<file path="src/rtl/dump_off_pkg.sv">
// dump_off_pkg: shared states, error bits, phase codes and timing defaults for the dump-off link
package dump_off_pkg;
  typedef enum logic [2:0] {ST_IDLE, ST_ARM, ST_HIGH, ST_LOW, ST_DONE} state_e;
  localparam int ERR_TIMEOUT = 0;
  localparam int ERR_HIGH = 1;
  localparam int ERR_LOW = 2;
  localparam logic [1:0] PH_IDLE = 2'd0;
  localparam logic [1:0] PH_ARM = 2'd1;
  localparam logic [1:0] PH_HIGH = 2'd2;
  localparam logic [1:0] PH_LOW = 2'd3;
  localparam int DEF_CNT_W = 5;
  localparam int DEF_SYNC_STAGES = 2;
  localparam int DEF_HIGH_MIN = 4;
  localparam int DEF_HIGH_MAX = 20;
  localparam int DEF_LOW_MIN = 8;
  localparam int DEF_TIMEOUT = 31;
  function automatic logic [1:0] phase_of(input state_e s);
    return s == ST_ARM ? PH_ARM : s == ST_HIGH ? PH_HIGH : s == ST_LOW ? PH_LOW : PH_IDLE;
  endfunction
endpackage

</file>
<file path="src/rtl/dump_off_monitor_bit_sync.sv">
// bit_sync: multi-stage synchroniser with a trailing flop for rising-edge detection
module bit_sync #(
  parameter int STAGES = 2
) (
  input  logic clk,
  input  logic rst,
  input  logic d_i,
  output logic s_o,
  output logic rise_o
);
  logic [STAGES-1:0] sync_q;
  logic s_d_q;
  always_ff @(posedge clk) begin
    if (rst) begin
      sync_q <= '0;
      s_d_q <= 1'b0;
    end else begin
      sync_q <= {sync_q[STAGES-2:0], d_i};
      s_d_q <= sync_q[STAGES-1];
    end
  end
  assign s_o = sync_q[STAGES-1];
  assign rise_o = s_o & ~s_d_q;
endmodule

</file>
<file path="src/rtl/dump_off_monitor.sv">
// dump_off_monitor: measures dump-off high pulse and low guard after each state_start
module dump_off_monitor
  import dump_off_pkg::*;
#(
  parameter int CNT_W = DEF_CNT_W,
  parameter int SYNC_STAGES = DEF_SYNC_STAGES,
  parameter int HIGH_MIN = DEF_HIGH_MIN,
  parameter int HIGH_MAX = DEF_HIGH_MAX,
  parameter int LOW_MIN = DEF_LOW_MIN,
  parameter int TIMEOUT = DEF_TIMEOUT
) (
  input  logic             clk_sys,
  input  logic             rst,
  input  logic             state_start,
  input  logic             dump_in,
  output logic [1:0]       phase,
  output logic [CNT_W-1:0] high_width,
  output logic [CNT_W-1:0] low_width,
  output logic             seq_done,
  output logic             seq_ok,
  output logic [2:0]       err,
  output logic             busy
);
  localparam logic [CNT_W-1:0] HMIN = CNT_W'(HIGH_MIN);
  localparam logic [CNT_W-1:0] HMAX = CNT_W'(HIGH_MAX);
  localparam logic [CNT_W-1:0] LMIN = CNT_W'(LOW_MIN);
  localparam logic [CNT_W-1:0] TOUT = CNT_W'(TIMEOUT);
  logic dump_s, rise;
  state_e state_q, state_d;
  logic [CNT_W-1:0] cnt_q, cnt_d, hw_q, hw_d, lw_q, lw_d;
  logic [2:0] err_q, err_d;
  logic ok_q, ok_d, done_q, busy_q;
  logic [1:0] phase_q;
  bit_sync #(.STAGES(SYNC_STAGES)) u_sync (
    .clk(clk_sys), .rst(rst), .d_i(dump_in), .s_o(dump_s), .rise_o(rise)
  );
  always_comb begin
    state_d = state_q;
    cnt_d = cnt_q;
    hw_d = hw_q;
    lw_d = lw_q;
    err_d = err_q;
    ok_d = ok_q;
    if (state_start) begin
      state_d = ST_ARM;
      cnt_d = '0;
      hw_d = '0;
      lw_d = '0;
      err_d = '0;
      ok_d = 1'b0;
    end else begin
      case (state_q)
        ST_ARM:
          if (rise) begin
            cnt_d = CNT_W'(1);
            state_d = ST_HIGH;
          end else if (cnt_q == TOUT) begin
            err_d[ERR_TIMEOUT] = 1'b1;
            state_d = ST_DONE;
          end else cnt_d = cnt_q + 1'b1;
        ST_HIGH:
          if (dump_s && cnt_q >= HMAX) begin
            hw_d = (cnt_q == '1) ? cnt_q : cnt_q + 1'b1;
            err_d[ERR_HIGH] = 1'b1;
            state_d = ST_DONE;
          end else if (dump_s) cnt_d = cnt_q + 1'b1;
          else begin
            hw_d = cnt_q;
            err_d[ERR_HIGH] = cnt_q < HMIN;
            cnt_d = CNT_W'(1);
            state_d = ST_LOW;
          end
        ST_LOW:
          if (dump_s || cnt_q == LMIN) begin
            lw_d = cnt_q;
            err_d[ERR_LOW] = err_q[ERR_LOW] | dump_s;
            state_d = ST_DONE;
          end else cnt_d = cnt_q + 1'b1;
        ST_DONE: state_d = ST_IDLE;
        default: state_d = ST_IDLE;
      endcase
      if (state_d == ST_DONE) ok_d = err_d == 3'b000;
    end
  end
  always_ff @(posedge clk_sys) begin
    if (rst) begin
      state_q <= ST_IDLE;
      cnt_q <= '0;
      hw_q <= '0;
      lw_q <= '0;
      err_q <= '0;
      ok_q <= 1'b0;
      done_q <= 1'b0;
      busy_q <= 1'b0;
      phase_q <= PH_IDLE;
    end else begin
      state_q <= state_d;
      cnt_q <= cnt_d;
      hw_q <= hw_d;
      lw_q <= lw_d;
      err_q <= err_d;
      ok_q <= ok_d;
      done_q <= state_d == ST_DONE;
      busy_q <= state_d inside {ST_ARM, ST_HIGH, ST_LOW};
      phase_q <= phase_of(state_d);
    end
  end
  assign phase = phase_q;
  assign high_width = hw_q;
  assign low_width = lw_q;
  assign seq_done = done_q;
  assign seq_ok = ok_q;
  assign err = err_q;
  assign busy = busy_q;
endmodule

</file>
<file path="config.mk">
export PLATFORM = sky130hd
export DESIGN_NAME = dump_off_monitor
export DESIGN_NICKNAME = d
export VERILOG_FILES = /design/src/rtl/dump_off_pkg.sv /design/src/rtl/dump_off_monitor_bit_sync.sv /design/src/rtl/dump_off_monitor.sv
export SDC_FILE = /design/constraint.sdc
export NUM_CORES = 1
export LEC_CHECK = 0
export BUFFER_PORTS_ARGS = -buffer_cell sky130_fd_sc_hd__buf_2
export CORE_MARGIN = 3
export CORE_UTILIZATION = 55
export CTS_BUF_LIST = sky130_fd_sc_hd__clkbuf_8
export CTS_CLUSTER_DIAMETER = 30
export DETAILED_ROUTE_END_ITERATION = 16
export GPL_TIMING_DRIVEN = 0
export PLACE_DENSITY = 0.85
export REMOVE_ABC_BUFFERS = 1
export SKIP_LAST_GASP = 1
export SLEW_MARGIN = 20
export SYNTH_ARGS = -nofsm -noshare
export SYNTH_HDL_FRONTEND = slang
export SYNTH_HIERARCHICAL = 1
export SYNTH_SLANG_ARGS = --single-unit
export TNS_END_PERCENT = 10
</file>
<file path="constraint.sdc">
create_clock -name clk_sys -period 2 [get_ports clk_sys]
set_input_delay 0.2 -clock clk_sys [delete_from_list [all_inputs] [get_ports clk_sys]]
set_output_delay 0.2 -clock clk_sys [all_outputs]
set_load 0.05 [all_outputs]
</file>
==> impl_metrics.py, run 1 <==
metrics = {
    "critical_path": {
        "critical_path.max_stage_delay_ns": 0.38,
        "startpoint_type": "register",
        "cp.arrival_ns": 2.14,
        "rr_endpoint": "seq_ok",
        "timing.reg2reg.setup_slack_ns": 0.08,
        "setup.worst_path.end_class": "register",
        "timing.reg2reg.worst_path_depth": 9,
        "critical_path_slowest_stage_cell": "dfxtp_2",
        "cp.required_ns": 2.22,
        "cp_max_fo": 5,
        "path_common_cell": "inv_1",
        "worstPathCellList": "ha_4, nand3_1, inv_1, ha_2, inv_1, nor2_2, a21oi_1, a211oi_2, mux2i_1",
        "critical_path.reg2reg.startpoint": "cnt_q[0]",
        "criticalPathCategory": "register to register",
    },
    "die": {
        "start_util": 0.608,
        "io_pins": 22,
        "die_w_um": 56.6,
        "die-height_um": 56.6,
        "placeableCoreArea_um2": 2320,
        "dieArea_um2": 3210,
        "std_cell_rows": 17,
    },
    "clock_tree": {
        "clock_latency_ns": 0.28,
        "cts-hold-fix-buffers": 0,
        "htree_num_levels": 2,
        "tritoncts_clock_tree": "done",
        "clkTransAtPathRegs_ns": 0.06,
        "root_buffer": "clkbuf_8",
        "cts.repair_timing.setup_buffer_count": 0,
        "clkSinkCount": 29,
        "clock_tree.buffer_depth": 2,
        "cts_inserted_buffers": 5,
    },
    "placement": {
        "dp_hpwl_mm": 2.11,
        "io_buffer_count": 21,
        "placed_insts": 204,
        "gp_congestion": 0.894,
    },
    "sta": {
        "final-setup-viol-count": 0,
        "relSlewSlack": 0.657,
        "setup_tns_ns": 0,
        "skew_ns": 0.00665,
        "drv_slew": 0,
        "worst_pin_slew_ns": 0.512,
        "final.min_clock_period_ns": 1.92,
        "timing.fmax_mhz": 520,
        "finalHoldViolations": 0,
        "min_period_over_period": 0.961,
        "setup_repair_after_global_routing_missed_its_margin": "yes",
    },
    "power_and_ir_drop": {
        "power.ir.vdd_worst_mv": 0.687,
        "cellInternalPower_w": 0.000845,
        "p_seq_frac": 0.542,
        "powerDensity_nw_per_um2": 696,
        "power_switching_w": 0.000267,
        "power.static_leakage_nw": 0.656,
        "logic_gate_share_of_total_power": 0.076,
        "clkPwrFrac": 0.382,
        "power_switching_share": 0.240,
    },
    "worst_hold_path": {
        "holdCritStartpoint": "dump_in",
        "worst_hold_path_type": "input pin to register",
        "worstHoldPathCells": 2,
        "min_delay_worst_endpoint": "u_sync/sync_q[0]",
    },
    "grt": {
        "first_global_vias": 1137,
        "wire_length_of_the_first_global_routing_pass_mm": 5.01,
        "antenna_found_initial": 0,
        "grt_start_max_net_pins": 20,
        "grt_util_all_layers": 0.203,
        "grt-ovfl-total": 0,
    },
    "flow_run": {
        "maxCapViolations": 0,
    },
    "drt": {
        "drt-wirelength-per-cell_um": 14.3,
        "ant_nets": 0,
        "post_drt_via_cell_ratio": 5.90,
        "drt_wl_total_mm": 3.01,
        "drt_first_pass_iters": 4,
        "drt-initial-drc-count": 40,
        "drcViolationCount": 0,
        "routed-via-count": 1239,
    },
    "synth": {
        "synthesis.area_um2": 1410,
        "synthArstFlopShare": 0,
        "synth_seq_cells": 29,
        "ys.warnings.count": 6,
        "sequential_cell_area_fraction_in_the_yosys_report": 0.412,
        "post_synth_edffs": 0,
        "synth_cell_types": 44,
        "ys.flop_type": "dfxtp_1",
        "syn_avg_cell_area_um2": 8.60,
        "syn_inst": 164,
    },
    "outcome": {
        "status": "finished clean",
    },
    "final_layout": {
        "syn2layout_area_growth_pct": 13.4,
        "post_layout_nonfiller_instances": 210,
        "n_antenna_cell": 0,
        "nNetsFinal": 191,
        "final_layout_size_suffix_gt1_frac": 0.253,
    },
}
-- critical path: cells and delay by family, from the launching register on --
family / cells / cell delay [ns]
compound gates: 2 / 0.41
fa+ha+maj: 2 / 0.39
buf+inv: 2 / 0.22
flops: 1 / 0.38
mux: 1 / 0.21
simple gates: 2 / 0.24
-- cell usage after synthesis, types with 3 or more instances --
cell type   n  area (µm²)
buf_2       5        25.0
dfxtp_1    29         581
a21oi_1    16        80.1
ha_1        4        50.1
nand3_1     5        25.0
o211ai_1    3        22.5
o21ai_0     6        30.0
and2_1      3        18.8
nor3_1      6        30.0
and3_1      3        18.8
nor2_1     17        63.8
nand2_1    13        48.8
inv_1       7        26.3
mux2i_1     4        40.0
nor2b_1     6        37.5
-- metal layers --
metal,up-vias,track usage,part of all wire
met5,-,0,0
met4,0,0.108,0.018
met3,7,0.0713,0.069
met2,40,0.322,0.46
met1,570,0.239,0.45
li1,622,-,-
-- power groups by stage --
stage          Sequential [W]  Combinational [W]  Clock (W)
2_1_floorplan        0.000625          0.0000483          0
3_3_place_gp         0.000613          0.0000803          0
3_5_place_dp         0.000614          0.0000833          0
4_1_cts              0.000603          0.0000837   0.000438
5_1_grt              0.000605          0.0000924   0.000470
6_report             0.000603          0.0000840   0.000425
-- cells in the final DEF, fill, tap and decap left out, drive strengths merged --
master and count:
a211o 1, a211oi 1, a21o 2, a21oi 17, a221oi 1, a22o 1
a22oi 2, a2bb2o 1, a31oi 2, a41oi 1, and2 3, and3 3
and4bb 1, buf 21, clkbuf 5, clkinv 1, dfxtp 29, ha 4
inv 7, mux2i 4, nand2 13, nand2b 2, nand3 5, nand4 2
nand4b 1, nor2 17, nor2b 7, nor3 6, nor3b 3, o211ai 4
o21ai 8, o221ai 1, o31a 2, o31ai 1, or2 2, or4 1
-- per-stage QoR --
stage / util / setup WS (ns) / hold slack (ns) / cell area (µm²) / power (W)
final: 0.690 / 0.0785 / 0.139 / 1600 / 0.00111
after global routing: 0.690 / -0.101 / 0.173 / 1600 / 0.00117
after CTS: 0.686 / 0.0147 / 0.132 / 1590 / 0.00112
after detailed placement: 0.648 / -0.0656 / 0.423 / 1500 / 0.000697
after global placement: 0.648 / 0.0467 / 0.416 / 1500 / 0.000694
after floorplan: - / 0.262 / 0.269 / 1360 / 0.000673
-- worst max-delay path by stage --
stage              from  endpoint  slack, ns  depth (start not counted)
6_report       cnt_q[0]    seq_ok       0.08                          9
5_1_grt        cnt_q[0]    seq_ok      -0.10                          9
4_1_cts        cnt_q[2]    seq_ok       0.01                          8
3_5_place_dp   cnt_q[1]    seq_ok      -0.07                          9
3_3_place_gp   cnt_q[0]    seq_ok       0.05                          9
2_1_floorplan  cnt_q[0]    seq_ok       0.26                          9
-- final cells by class --
type | count | area [µm²]
Sequential cell | 29 | 587
Tap cell | 28 | 35.0
Multi-Input combinational cell | 119 | 772
Clock inverter | 1 | 5.00
Inverter | 7 | 26.3
Fill cell | 187 | 719
Clock buffer | 5 | 68.8
Timing Repair Buffer | 21 | 105
-- cell families after synthesis --
logic type               Yosys count  share of synthesized area
AND/OR/NAND/NOR                   66                      0.248
multiplexers                       4                     0.0284
AO/OA/AOI/OAI                     45                      0.224
buffers and inverters             16                     0.0532
flip-flops                        29                      0.412
adder cells (fa/ha/maj)            4                     0.0355
-- sequential cells by signal, indices dropped and copies added, names as in the netlist --
signal         cells
state_q            3
seq_ok             1
high_width         5
busy               1
err                3
cnt_q              5
u_sync/s_d_q       1
seq_done           1
low_width          5
phase              2
u_sync/sync_q      2
-- timing repair --
item | CTS | global route
gates resized for setup | 5 | 4
endpoints found under the setup margin | 5 | 11
pin swaps | 1 | 1
(Power assumes the default switching activity.)
==> run 2, diff against run 1 <==
--- a/config.mk
+++ b/config.mk
@@ -5,14 +5,14 @@
 export SDC_FILE = /design/constraint.sdc
 export NUM_CORES = 1
 export LEC_CHECK = 0
-export BUFFER_PORTS_ARGS = -buffer_cell sky130_fd_sc_hd__buf_2
 export CORE_MARGIN = 3
 export CORE_UTILIZATION = 55
 export CTS_BUF_LIST = sky130_fd_sc_hd__clkbuf_8
 export CTS_CLUSTER_DIAMETER = 30
 export DETAILED_ROUTE_END_ITERATION = 16
+export DONT_BUFFER_PORTS = 1
 export GPL_TIMING_DRIVEN = 0
-export PLACE_DENSITY = 0.85
+export PLACE_DENSITY = 0.77
 export REMOVE_ABC_BUFFERS = 1
 export SKIP_LAST_GASP = 1
 export SLEW_MARGIN = 20
==> impl_metrics.py, run 2 (same netlist as run 1, synthesis figures left out) <==
metrics = {
    "worst_hold_path": {
        "min_delay_worst_endpoint": "u_sync/sync_q[0]",
        "worst_hold_path_type": "input pin to register",
        "worstHoldPathCells": 1,
        "holdCritStartpoint": "dump_in",
    },
    "clock_tree": {
        "root_buffer": "clkbuf_8",
        "cts_inserted_buffers": 5,
        "cts.repair_timing.setup_buffer_count": 0,
        "clkSinkCount": 29,
        "clkTransAtPathRegs_ns": 0.06,
        "htree_num_levels": 2,
        "clock_tree.buffer_depth": 2,
        "tritoncts_clock_tree": "done",
        "clock_latency_ns": 0.28,
    },
    "final_layout": {
        "nNetsFinal": 171,
        "final_layout_size_suffix_gt1_frac": 0.140,
        "n_antenna_cell": 0,
        "final_cell_mix": "dfxtp_1, nor2_1, a21oi_1",
        "finalInstanceArea_um2": 1510,
        "leading_cell_type_in_the_layout_fill_and_taps_excluded": "dfxtp_1",
        "syn2layout_area_growth_pct": 6.92,
        "finish.utilization": 0.650,
    },
    "grt": {
        "wire_length_of_the_first_global_routing_pass_mm": 4.85,
        "antenna_found_initial": 0,
        "first_global_vias": 1114,
        "grt_util_all_layers": 0.198,
        "grt_start_max_net_pins": 20,
        "grt-ovfl-total": 0,
    },
    "critical_path": {
        "criticalPathCategory": "register to register",
        "path_common_cell": "inv_1",
        "critical_path.max_stage_delay_ns": 0.38,
        "crit_start": "cnt_q[0]",
        "setup.worst_path.end_class": "register",
        "cp.required_ns": 2.21,
        "critical_path.reg2reg.startpoint": "cnt_q[0]",
        "timing.reg2reg.setup_slack_ns": 0.07,
        "cp_max_fo": 5,
        "startpoint_type": "register",
        "timing.reg2reg.worst_path_depth": 9,
        "cp.arrival_ns": 2.13,
        "crit_buf_inv": 2,
        "critical_path_slowest_stage_cell": "dfxtp_2",
        "rr_endpoint": "seq_ok",
        "critical_path.top_delay_family": "adder cells",
        "worstPathCellList": "ha_4, nand3_1, inv_1, ha_2, inv_1, nor2_1, a21oi_1, a211oi_2, mux2i_1",
    },
    "sta": {
        "finalHoldViolations": 0,
        "hold_slack_ns": 0.0579,
        "drv_slew": 0,
        "setup_tns_ns": 0,
        "final-setup-viol-count": 0,
        "skew_ns": 0.00164,
        "setup_repair_after_global_routing_missed_its_margin": "yes",
        "final.min_clock_period_ns": 1.93,
        "timing.fmax_mhz": 519,
        "relSlewSlack": 0.637,
        "min_period_over_period": 0.963,
        "fin_ws_ns": 0.0745,
        "worst_pin_slew_ns": 0.543,
    },
    "placement": {
        "placed_instance_area_um2": 1400,
        "gp_congestion": 0.868,
        "io_buffer_count": 0,
        "dp_hpwl_mm": 2.05,
        "pre_cts_slack_ns": -0.0539,
    },
    "die": {
        "die_w_um": 56.6,
        "std_cell_rows": 17,
        "start_util": 0.608,
        "dieArea_um2": 3210,
        "placeableCoreArea_um2": 2320,
        "die-height_um": 56.6,
        "io_pins": 22,
    },
    "outcome": {
        "status": "finished clean",
    },
    "drt": {
        "routed-via-count": 1180,
        "drcViolationCount": 0,
        "ant_nets": 0,
        "post_drt_via_cell_ratio": 6.15,
        "drt-wirelength-per-cell_um": 15.6,
        "drt_wl_total_mm": 3.00,
        "drt_first_pass_iters": 4,
        "drt-initial-drc-count": 47,
    },
    "power_and_ir_drop": {
        "powerDensity_nw_per_um2": 739,
        "power.ir.vdd_worst_mv": 0.632,
        "power.static_leakage_nw": 0.563,
    },
    "flow_run": {
        "maxCapViolations": 0,
    },
}
[run 2: cell count changes in the layout (fill, tap and decap cells not counted)]
cell	delta
clkinv_2	-1
nor2_1	+1
buf_2	-21
nor2_2	-1
inv_1	+3
dlygate4sd3_1	+1
[run 2: timing repair]
action,CTS,global route
gates resized for setup,2,6
pin swaps,1,1
hold buffers,1,0
setup endpoints to repair,3,10
hold endpoints to repair,5,0
[run 2: stage by stage]
step | power, W | instances
floorplan | 0.000673 | 155
global placement | 0.000687 | 183
detailed placement | 0.000690 | 183
CTS | 0.00112 | 192
global route | 0.00115 | 192
finish | 0.00111 | 192
[run 2: worst max-delay path by stage]
stage               endpoint  slack, ns  depth (start not counted)
global placement      seq_ok       0.03                          9
finish                seq_ok       0.07                          9
floorplan             seq_ok       0.26                          9
global route          seq_ok      -0.06                          9
detailed placement    seq_ok      -0.05                          9
CTS                   seq_ok       0.04                          9
[run 2: where the power goes]
| part | leakage (nW) | switching, W | internal [W] |
|---|---|---|---|
| clock network | 0.0519 | 0.000201 | 0.000231 |
| logic | 0.273 | 0.0000392 | 0.0000261 |
| registers | 0.238 | 0.0000292 | 0.000589 |
| total | 0.563 | 0.000269 | 0.000845 |
[run 2: routing by layer]
metal	up-vias	wire length [µm]	track usage
li1	578	-	-
met3	6	172	0.0598
met1	555	1350	0.226
met4	0	61	0.146
met2	41	1420	0.309
met5	-	0	0
[run 2: final cells by class]
type	count	area, µm²
clock buffer	5	68.8
clock inverter	3	11.3
fill	200	811
inverter	7	26.3
multi-input combinational	119	769
sequential	29	587
tap	28	35.0
timing repair buffer	1	10.0
[run 2: worst register-to-register path, delay by kind of cell, from the launching register on]
kind                     cells  cell delay [ns]
AO/OA/AOI/OAI                2             0.39
adder cells (fa/ha/maj)      2             0.40
buffers and inverters        2             0.20
flip-flops                   1             0.38
multiplexers                 1             0.21
AND/OR/NAND/NOR              2             0.26
